`config.mk`:
```
export PLATFORM = sky130hd
export DESIGN_NAME = stopwatch_bcd
export DESIGN_NICKNAME = d
export VERILOG_FILES = /design/src/rtl/stopwatch_pkg.sv /design/src/rtl/bcd_digit_counter.sv /design/src/rtl/stopwatch_bcd.sv
export SDC_FILE = /design/constraint.sdc
export NUM_CORES = 1
export LEC_CHECK = 0
export ABC_CLOCK_PERIOD_IN_PS = 5800
export CELL_PAD_IN_SITES_DETAIL_PLACEMENT = 1
export CELL_PAD_IN_SITES_GLOBAL_PLACEMENT = 1
export CORE_MARGIN = 3
export CORE_UTILIZATION = 44
export DETAILED_ROUTE_END_ITERATION = 16
export GPL_TIMING_DRIVEN = 0
export PLACE_DENSITY_LB_ADDON = 0.1
export SLEW_MARGIN = 20
export SYNTH_ARGS = -nofsm -noshare
export SYNTH_HDL_FRONTEND = slang
export SYNTH_SLANG_ARGS = --single-unit
```
`constraint.sdc`:
```
create_clock -name clk_50MHz -period 5.8 [get_ports clk_50MHz]
set_clock_uncertainty 0.1 [all_clocks]
set_input_delay 0.87 -clock clk_50MHz [delete_from_list [all_inputs] [get_ports clk_50MHz]]
set_output_delay 0.87 -clock clk_50MHz [all_outputs]
set_load 0.02 [all_outputs]
```
`src/rtl/stopwatch_pkg.sv`:
```
// Shared types and constants for the BCD stopwatch.
// FSM state encoding, BCD digit type and wrap limits.
package stopwatch_pkg;

    typedef enum logic [1:0] {
        IDLE  = 2'd0,
        RUN   = 2'd1,
        PAUSE = 2'd2
    } state_e;

    typedef logic [3:0] bcd_t;

    localparam int CS_MAX  = 99;
    localparam int SEC_MAX = 59;

    function automatic bcd_t bcd_tens(int v);
        return bcd_t'(v / 10);
    endfunction

    function automatic bcd_t bcd_ones(int v);
        return bcd_t'(v % 10);
    endfunction

endpackage

```
`src/rtl/bcd_digit_counter.sv`:
```
// Two-digit BCD counter modulo MAX+1 with terminal count.
// With sat high an increment at terminal count holds instead of wrapping.
module bcd_digit_counter
    import stopwatch_pkg::*;
#(
    parameter int MAX = 99
) (
    input  logic clk,
    input  logic rst,
    input  logic inc,
    input  logic clr,
    input  logic sat,
    output bcd_t tens,
    output bcd_t ones,
    output logic tc
);

    localparam bcd_t MAX_T = bcd_tens(MAX);
    localparam bcd_t MAX_O = bcd_ones(MAX);

    bcd_t tens_q, tens_d;
    bcd_t ones_q, ones_d;

    assign tc   = (tens_q == MAX_T) && (ones_q == MAX_O);
    assign tens = tens_q;
    assign ones = ones_q;

    always_comb begin
        tens_d = tens_q;
        ones_d = ones_q;
        if (clr) begin
            tens_d = '0;
            ones_d = '0;
        end else if (inc) begin
            if (tc) begin
                if (!sat) begin
                    tens_d = '0;
                    ones_d = '0;
                end
            end else if (ones_q == 4'd9) begin
                ones_d = '0;
                tens_d = tens_q + 4'd1;
            end else begin
                ones_d = ones_q + 4'd1;
            end
        end
    end

    always_ff @(posedge clk or posedge rst) begin
        if (rst) begin
            tens_q <= '0;
            ones_q <= '0;
        end else begin
            tens_q <= tens_d;
            ones_q <= ones_d;
        end
    end

endmodule

```
`src/rtl/stopwatch_bcd.sv`:
```
// BCD stopwatch MM:SS.cc counted from a synchronised 100 Hz tick.
// Optional lap freeze enabled by defining STOPWATCH_LAP_EN.
module stopwatch_bcd
    import stopwatch_pkg::*;
#(
    parameter int SYNC_STAGES = 2,
    parameter int MIN_LIMIT   = 59
) (
    input  logic       clk_50MHz,
    input  logic       reset,
    input  logic       clk_100Hz,
    input  logic       start_stop,
    input  logic       clear,
    input  logic       lap,
    output logic [3:0] cs_tens,
    output logic [3:0] cs_ones,
    output logic [3:0] sec_tens,
    output logic [3:0] sec_ones,
    output logic [3:0] min_tens,
    output logic [3:0] min_ones,
    output logic       running,
    output logic       lap_active,
    output logic       overflow
);

    logic [SYNC_STAGES-1:0] sync_q, sync_d;
    logic                   hist_q, hist_d;
    logic                   tick;

    state_e state_q, state_d;
    logic   overflow_q, overflow_d;

    logic   run_tick, sat_all, saturate;
    logic   cs_tc, sec_tc, min_tc;
    bcd_t   cs_t, cs_o, sec_t, sec_o, min_t, min_o;
    logic [23:0] live;
    logic [23:0] shown;

    always_comb begin
        sync_d = {sync_q[SYNC_STAGES-2:0], clk_100Hz};
        hist_d = sync_q[SYNC_STAGES-1];
    end

    assign tick = sync_q[SYNC_STAGES-1] & ~hist_q;

    assign run_tick = tick & (state_q == RUN) & ~clear;
    assign sat_all  = cs_tc & sec_tc & min_tc;
    assign saturate = run_tick & sat_all;

    always_comb begin
        state_d    = state_q;
        overflow_d = overflow_q;
        if (clear) begin
            state_d    = IDLE;
            overflow_d = 1'b0;
        end else if (saturate) begin
            state_d    = PAUSE;
            overflow_d = 1'b1;
        end else if (start_stop && !overflow_q) begin
            unique case (state_q)
                IDLE:    state_d = RUN;
                RUN:     state_d = PAUSE;
                PAUSE:   state_d = RUN;
                default: state_d = IDLE;
            endcase
        end
    end

    always_ff @(posedge clk_50MHz or posedge reset) begin
        if (reset) begin
            sync_q     <= '0;
            hist_q     <= 1'b0;
            state_q    <= IDLE;
            overflow_q <= 1'b0;
        end else begin
            sync_q     <= sync_d;
            hist_q     <= hist_d;
            state_q    <= state_d;
            overflow_q <= overflow_d;
        end
    end

    // Every stage sees sat_all so the whole count freezes together.
    bcd_digit_counter #(.MAX(CS_MAX)) u_cs (
        .clk  (clk_50MHz),
        .rst  (reset),
        .inc  (run_tick),
        .clr  (clear),
        .sat  (sat_all),
        .tens (cs_t),
        .ones (cs_o),
        .tc   (cs_tc)
    );

    bcd_digit_counter #(.MAX(SEC_MAX)) u_sec (
        .clk  (clk_50MHz),
        .rst  (reset),
        .inc  (run_tick & cs_tc),
        .clr  (clear),
        .sat  (sat_all),
        .tens (sec_t),
        .ones (sec_o),
        .tc   (sec_tc)
    );

    bcd_digit_counter #(.MAX(MIN_LIMIT)) u_min (
        .clk  (clk_50MHz),
        .rst  (reset),
        .inc  (run_tick & cs_tc & sec_tc),
        .clr  (clear),
        .sat  (sat_all),
        .tens (min_t),
        .ones (min_o),
        .tc   (min_tc)
    );

    assign live = {min_t, min_o, sec_t, sec_o, cs_t, cs_o};

`ifdef STOPWATCH_LAP_EN
    logic        lap_active_q, lap_active_d;
    logic [23:0] lap_val_q, lap_val_d;

    always_comb begin
        lap_active_d = lap_active_q;
        lap_val_d    = lap_val_q;
        if (clear) begin
            lap_active_d = 1'b0;
        end else if (lap) begin
            if (state_q == RUN) begin
                lap_active_d = ~lap_active_q;
                if (!lap_active_q) begin
                    lap_val_d = live;
                end
            end else begin
                lap_active_d = 1'b0;
            end
        end
    end

    always_ff @(posedge clk_50MHz or posedge reset) begin
        if (reset) begin
            lap_active_q <= 1'b0;
            lap_val_q    <= '0;
        end else begin
            lap_active_q <= lap_active_d;
            lap_val_q    <= lap_val_d;
        end
    end

    assign shown      = lap_active_q ? lap_val_q : live;
    assign lap_active = lap_active_q;
`else
    logic lap_unused;

    assign lap_unused = lap;
    assign shown      = live;
    assign lap_active = 1'b0;
`endif

    assign {min_tens, min_ones, sec_tens, sec_ones, cs_tens, cs_ones} = shown;

    assign running  = (state_q == RUN);
    assign overflow = overflow_q;

endmodule

```
# [Yosys cells after proc, flatten, opt, wreduce, memory -nomap -nowiden]
# Index checks and enable logic that the tools add are counted.
# Widths: inputs -> output; s select.
[totals] elab_cells=89 input_bits=6 out_inout_bits=27 regBits=30
[classes] n_mux=31 bitwise_logic=10 addsub=6 reduce_logical=21 n_eq_ne=11
[op_table] op="$mux 4" count=25
[op_table] op="$add 4x1->4 const B" count=6
[op_table] op="$eq 4x4->1 const B" count=4
[op_table] op="$reduce_bool 3->1" count=4
[op_table] op="$ne 3x3->1 const B" count=3
[op_table] op="$reduce_and 3->1" count=3
[op_table] op="$and 1x1->1" count=8
[op_table] op="$eq 4x3->1 const B" count=2
[op_table] op="$reduce_bool 2->1" count=4
[op_table] op="$mux 2" count=3
[op_table] op="$reduce_and 2->1" count=3
[op_table] op="$logic_and 1x1->1" count=4
[op_table] op="$pmux 2 s2" count=1
[op_table] op="$eq 2x1->1 const B" count=1
[op_table] op="$eq 2x2->1 const B" count=1
[op_table] op="$logic_not 2->1" count=1
[op_table] op="$mux 1" count=2
[op_table] op="$not 1->1" count=2
[op_table] op="$reduce_or 2->1" count=1
[op_table] op="$logic_not 1->1" count=1

# [Depth between registers and ports, before layout]
[logic_depth] depth_word=8 depth_mapped=9 ltp_nobuf=6

# [By module]
# Synthesis repeated with hierarchy kept, for this count alone.
[unflattened] cells_unflattened=192 hier_area_um2=1834.3
[modules_own_cells] mod="bcd_digit_counter at u_min ..." cells_per_inst=56 instances=2 seq_area_each_um2=200.2 area_per_inst_um2=515.5
[modules_own_cells] mod="bcd_digit_counter at u_cs" cells_per_inst=56 instances=1 seq_area_each_um2=200.2 area_per_inst_um2=521.8
[modules_own_cells] mod="stopwatch_bcd" cells_per_inst=24 instances=1 seq_area_each_um2=150.1 area_per_inst_um2=281.5

# [Least setup slack after synthesis]
# OpenSTA, ideal clock, no wires.
[synth_path] path_type="input to register" from="input clear" to="register overflow_q (netlist: overflow)" setup_ps=132 t_arrival_ps=1750 setup_slack_ps=3818 cell_stages=4 path_buffers=3 path_cell_list="clkbuf_1 clkbuf_1 buf_1 nor2_1"
[synth_via] elab_chain_cells=4 elab_cells_between_ends=5
[synth_lines] item="start: declaration" line_no="stopwatch_bcd.sv:13" text="input logic clear,"
[synth_lines] item="$not 1->1" line_no="stopwatch_bcd.sv:46" text="assign run_tick = tick & (state_q == RUN) & ~clear;"
[synth_lines] item="$and 1x1->1" line_no="stopwatch_bcd.sv:46"
[synth_lines] item="$and 1x1->1" line_no="stopwatch_bcd.sv:48" text="assign saturate = run_tick & sat_all;"
[synth_lines] item="$reduce_bool 2->1 (no line)"
[synth_lines] item="end signal: assignment" line_no="stopwatch_bcd.sv:79" text="overflow_q <= overflow_d;"
[synth_lines] item="end: declaration" line_no="stopwatch_bcd.sv:31" text="logic overflow_q, overflow_d;"
# Several ways; a longest one is shown, not always the timed one.
# A chain may end at the register's enable or synchronous reset.

# [Final worst setup path]
[layout_path] from="register state_q[0]" to="output running"
[layout_via] elab_chain_cells=1
[layout_lines] item="start: declaration" line_no="stopwatch_bcd.sv:30" text="state_e state_q, state_d;"
[layout_lines] item="start signal: assignment" line_no="stopwatch_bcd.sv:78" text="state_q <= state_d;"
[layout_lines] item="$eq 2x1->1" line_no="stopwatch_bcd.sv:162" text="assign running = (state_q == RUN);"
[layout_lines] item="end: declaration" line_no="stopwatch_bcd.sv:21" text="output logic running,"
# Every way passes these cells.

==> metrics.cfg <==
[synthesis]
synth_commonest_cells = 30 x dfrtp_1, 19 x a21oi_1, 14 x inv_1
post_synthesis_register_bit_count = 30
post_synthesis_async_set_or_reset_flop_share_pct = 100.0
synth_top_cell_by_area = dfrtp_1
simple_gate_area_share_of_the_yosys_netlist_pct = 25.32
syn_area_sq_um = 1873
synth_xor_xnor_area_share_pct = 0
yosysWarnings = 0
syn_area_per_cell_sq_um = 10.02
synth.most_common_cell = dfrtp_1
synth-adder-area-share_pct = 8.016
synth.lib_cells_used.distinct = 47
sequential_element_share_of_the_synthesized_area_pct = 40.08
synth.top_cells.by_area = dfrtp_1 40%, ha_1 8.0%, a21oi_1 5.1%
dominant_combinational_cell_family_by_area_after_synthesis = simple AND/OR/NAND/NOR gates
dominantRegCellSynth = dfrtp_1
number_of_enable_type_register_cells_in_the_synthesized_netlist = 0
synth-compound-area-share_pct = 18.17
synth.top_cell.area_share_pct = 40.08
mux_share_of_post_synthesis_cell_area_pct = 1.136
count_of_mapped_cells_out_of_synthesis = 187
synth_nets = 205

[die]
floorplan.rows = 23
area_of_the_core_sq_um = 4058
floorplan.initialDensity_pct = 46.16
die_area_sq_um = 5076
chipWidth_um = 71.25
die_h_um = 71.25
boundaryPins = 33

[clock_tree]
clock_tree.buffer_depth = 2
cts.repair.resized = 0
clock_latency_reported_for_the_late_side_of_the_worst_skew_pair_ps = 280
clock_sinks = 30
htreeDepth = 2
cts.repair_timing.setup_buffer_count = 0
clkTransAtPathRegs_ps = 60
hold_fix_buffer_count_after_cts = 0
cts-buffers-inserted = 5
cts_tree = done
clock-root-buffer = clkbuf_8

[global_route]
number_of_global_route_vias_before_repair = 1858
grt_start_max_net_pins = 31
gr-total-overflow = 0
grt_util_all_layers_pct = 22.38
grt_pass1_wl_mm = 9.011
grt_antenna_before_repair = 0

[cells_and_area]
nNetsFinal = 241
fillers = 465
synthToLayoutAreaGrowth_pct = 23.71
count_of_antenna_diodes_in_the_layout = 0
drive_gt1_share_pct = 12.50
final_cells = 274

[power]
vdd_drop_max_uv = 138.0
cellLeakagePower_nw = 0.9888
pwr-share-comb_pct = 6.1
power_frac_clock_pct = 41.9
cellInternalPower_mw = 0.3162
netSwitchingFraction_pct = 23.12
powerDensity_nw_per_um2 = 177.5
power.sequential.fraction_pct = 52.0
net_switching_power_mw = 0.09507

[detailed_routing]
dr.pass1.iters = 4
route.vias.total = 1646
routed_wl_mm = 5.169
post-route-drc-count = 0
route.detailed.vias_per_inst = 6.007
route.detailed.wl_per_inst_um = 18.86
detailedRoute.firstIterationViolations = 70
postRouteAntennaNets = 0

[sta]
finalHoldViolCount = 0
timing_worst_slew_pin_value_ps = 653.9
final_period_minus_worst_setup_slack_ps = 2489
setup_violations = 0
timing_max_transition_violations_final = 0
maxClockFrequency_mhz = 401.7
timing.final.crit_share_pct = 42.92
grt_setup_unrepaired = no
max-slew-margin-rel_pct = 56.34
timing.setup.tns_ps = 0

[setup_path]
crit_path_cell_trace = nor2b_1 -> clkdlybuf4s50_1
worst-endpoint-arrival_ps = 1520
crit_path_max_fanout = 5
critPathSlowestCell = clkdlybuf4s50_1
slowest_delay_ps = 630
cp.buffers_inverters = 1
timing_worst_setup_path_type = reg2out
cp_top_family = buffers and inverters
cp-start-kind = flip-flop
critPathCaptureType = output pin
worst_ep_required_time_ps = 4830

[place]
place.detailed.instances = 266
half_perimeter_wire_length_after_detailed_placement_mm = 3.736
place.port_buffers = 29
gp_congestion = 0.8871

[run]
max_cap_viol_count = 0

[hold_path]
min_path_type = reg2reg

[run_status]
outcome = finished, final reports clean

[worst reg2reg max path, cell delays in order, from the launching register on]
cell and delay, ps:
dfrtp_1 450, inv_1 100, ha_1 170, nand3b_1 150
nor4_4 570, buf_6 240, nand2_4 60, a311oi_1 270
[power by group through the flow]
stage / sequential, mW / combinational (mW) / clock [mW]
2_1_floorplan: 0.218 / 0.0153 / 0
3_3_place_gp: 0.218 / 0.0243 / 0
3_5_place_dp: 0.218 / 0.0255 / 0
4_1_cts: 0.214 / 0.0257 / 0.178
5_1_grt: 0.214 / 0.0277 / 0.190
6_report: 0.214 / 0.0252 / 0.172
[registers in the layout, indices dropped and copies added, names as in the netlist]
name        count
hist_q          1
u_cs.ones       4
u_sec.tens      4
state_q         2
u_sec.ones      4
u_min.tens      4
u_cs.tens       4
sync_q          2
u_min.ones      4
overflow        1
[through the flow]
stage	power [mW]	setup WS [ps]	hold WS (ps)	cell area [sq um]	util (%)
floorplan	0.2328	3818	231.2	1873	-
global placement	0.2419	3249	233.7	2226	54.86
CTS	0.4180	3299	252.0	2317	57.11
finish	0.4113	3311	249.0	2317	57.11
detailed placement	0.2433	3159	237.3	2226	54.86
global route	0.4316	3209	261.7	2317	57.11
[area by class of cell]
cell class | instances | area [sq um] | share of cell area, %
Multi-Input combinational cell | 133 | 989.7 | 42.71
Sequential cell | 30 | 750.7 | 32.40
Timing Repair Buffer | 29 | 290.3 | 12.53
Clock buffer | 7 | 86.33 | 3.726
Buffer | 10 | 80.08 | 3.456
Tap cell | 50 | 62.56 | 2.700
Inverter | 14 | 52.55 | 2.268
Clock inverter | 1 | 5.005 | 0.2160
[cells in the final DEF (no fill, tap or decap), types with 4 or more instances in the layout]
cell type,n
nand3_1,8
nand3b_1,4
o21ai_0,12
ha_1,12
o31ai_1,6
and3b_1,4
buf_6,5
dfrtp_1,30
or3_1,7
nand2_1,8
a21oi_1,19
clkbuf_8,6
or4_1,10
clkdlybuf4s50_1,29
nor2_1,5
inv_1,13
[worst paths after layout]
| kind | startpoint | end | slack, ps | depth (start not counted) |
|---|---|---|---|---|
| worst max-delay path | state_q[0]$_DFFE_PP0P_ | running | 3310 | 2 |
| worst min-delay path | sync_q[0]$_DFF_PP0_ | sync_q[1]$_DFF_PP0_ | 250 | 0 |
| worst max register to register | u_sec.tens[1]$_DFFE_PP0P_ | u_cs.ones[0]$_DFFE_PP0P_ | 3580 | 7 |
| worst min register to register | sync_q[0]$_DFF_PP0_ | sync_q[1]$_DFF_PP0_ | 250 | 0 |
| max in group asynchronous | reset | u_min.ones[0]$_DFFE_PP0P_ | 4260 | 2 |
| min in group asynchronous | reset | u_sec.ones[3]$_DFFE_PP0P_ | 900 | 2 |
[cells by family after synthesis]
logic type / after synthesis
adders and majority gates: 12
other: 1
DFF: 30
buffers and inverters: 24
and+or+nand+nor: 66
AOI/OAI and AO/OA: 52
muxes: 2
[metal layers]
| metal | routed length (um) | GRT usage [%] | share of wire, % |
|---|---|---|---|
| met5 | 0 | 0 | 0 |
| met3 | 180 | 4.348 | 3.5 |
| met2 | 2628 | 38.27 | 51 |
| met1 | 2308 | 28.67 | 45 |
| met4 | 52 | 6.681 | 1.0 |
(Power assumes the default switching activity.)
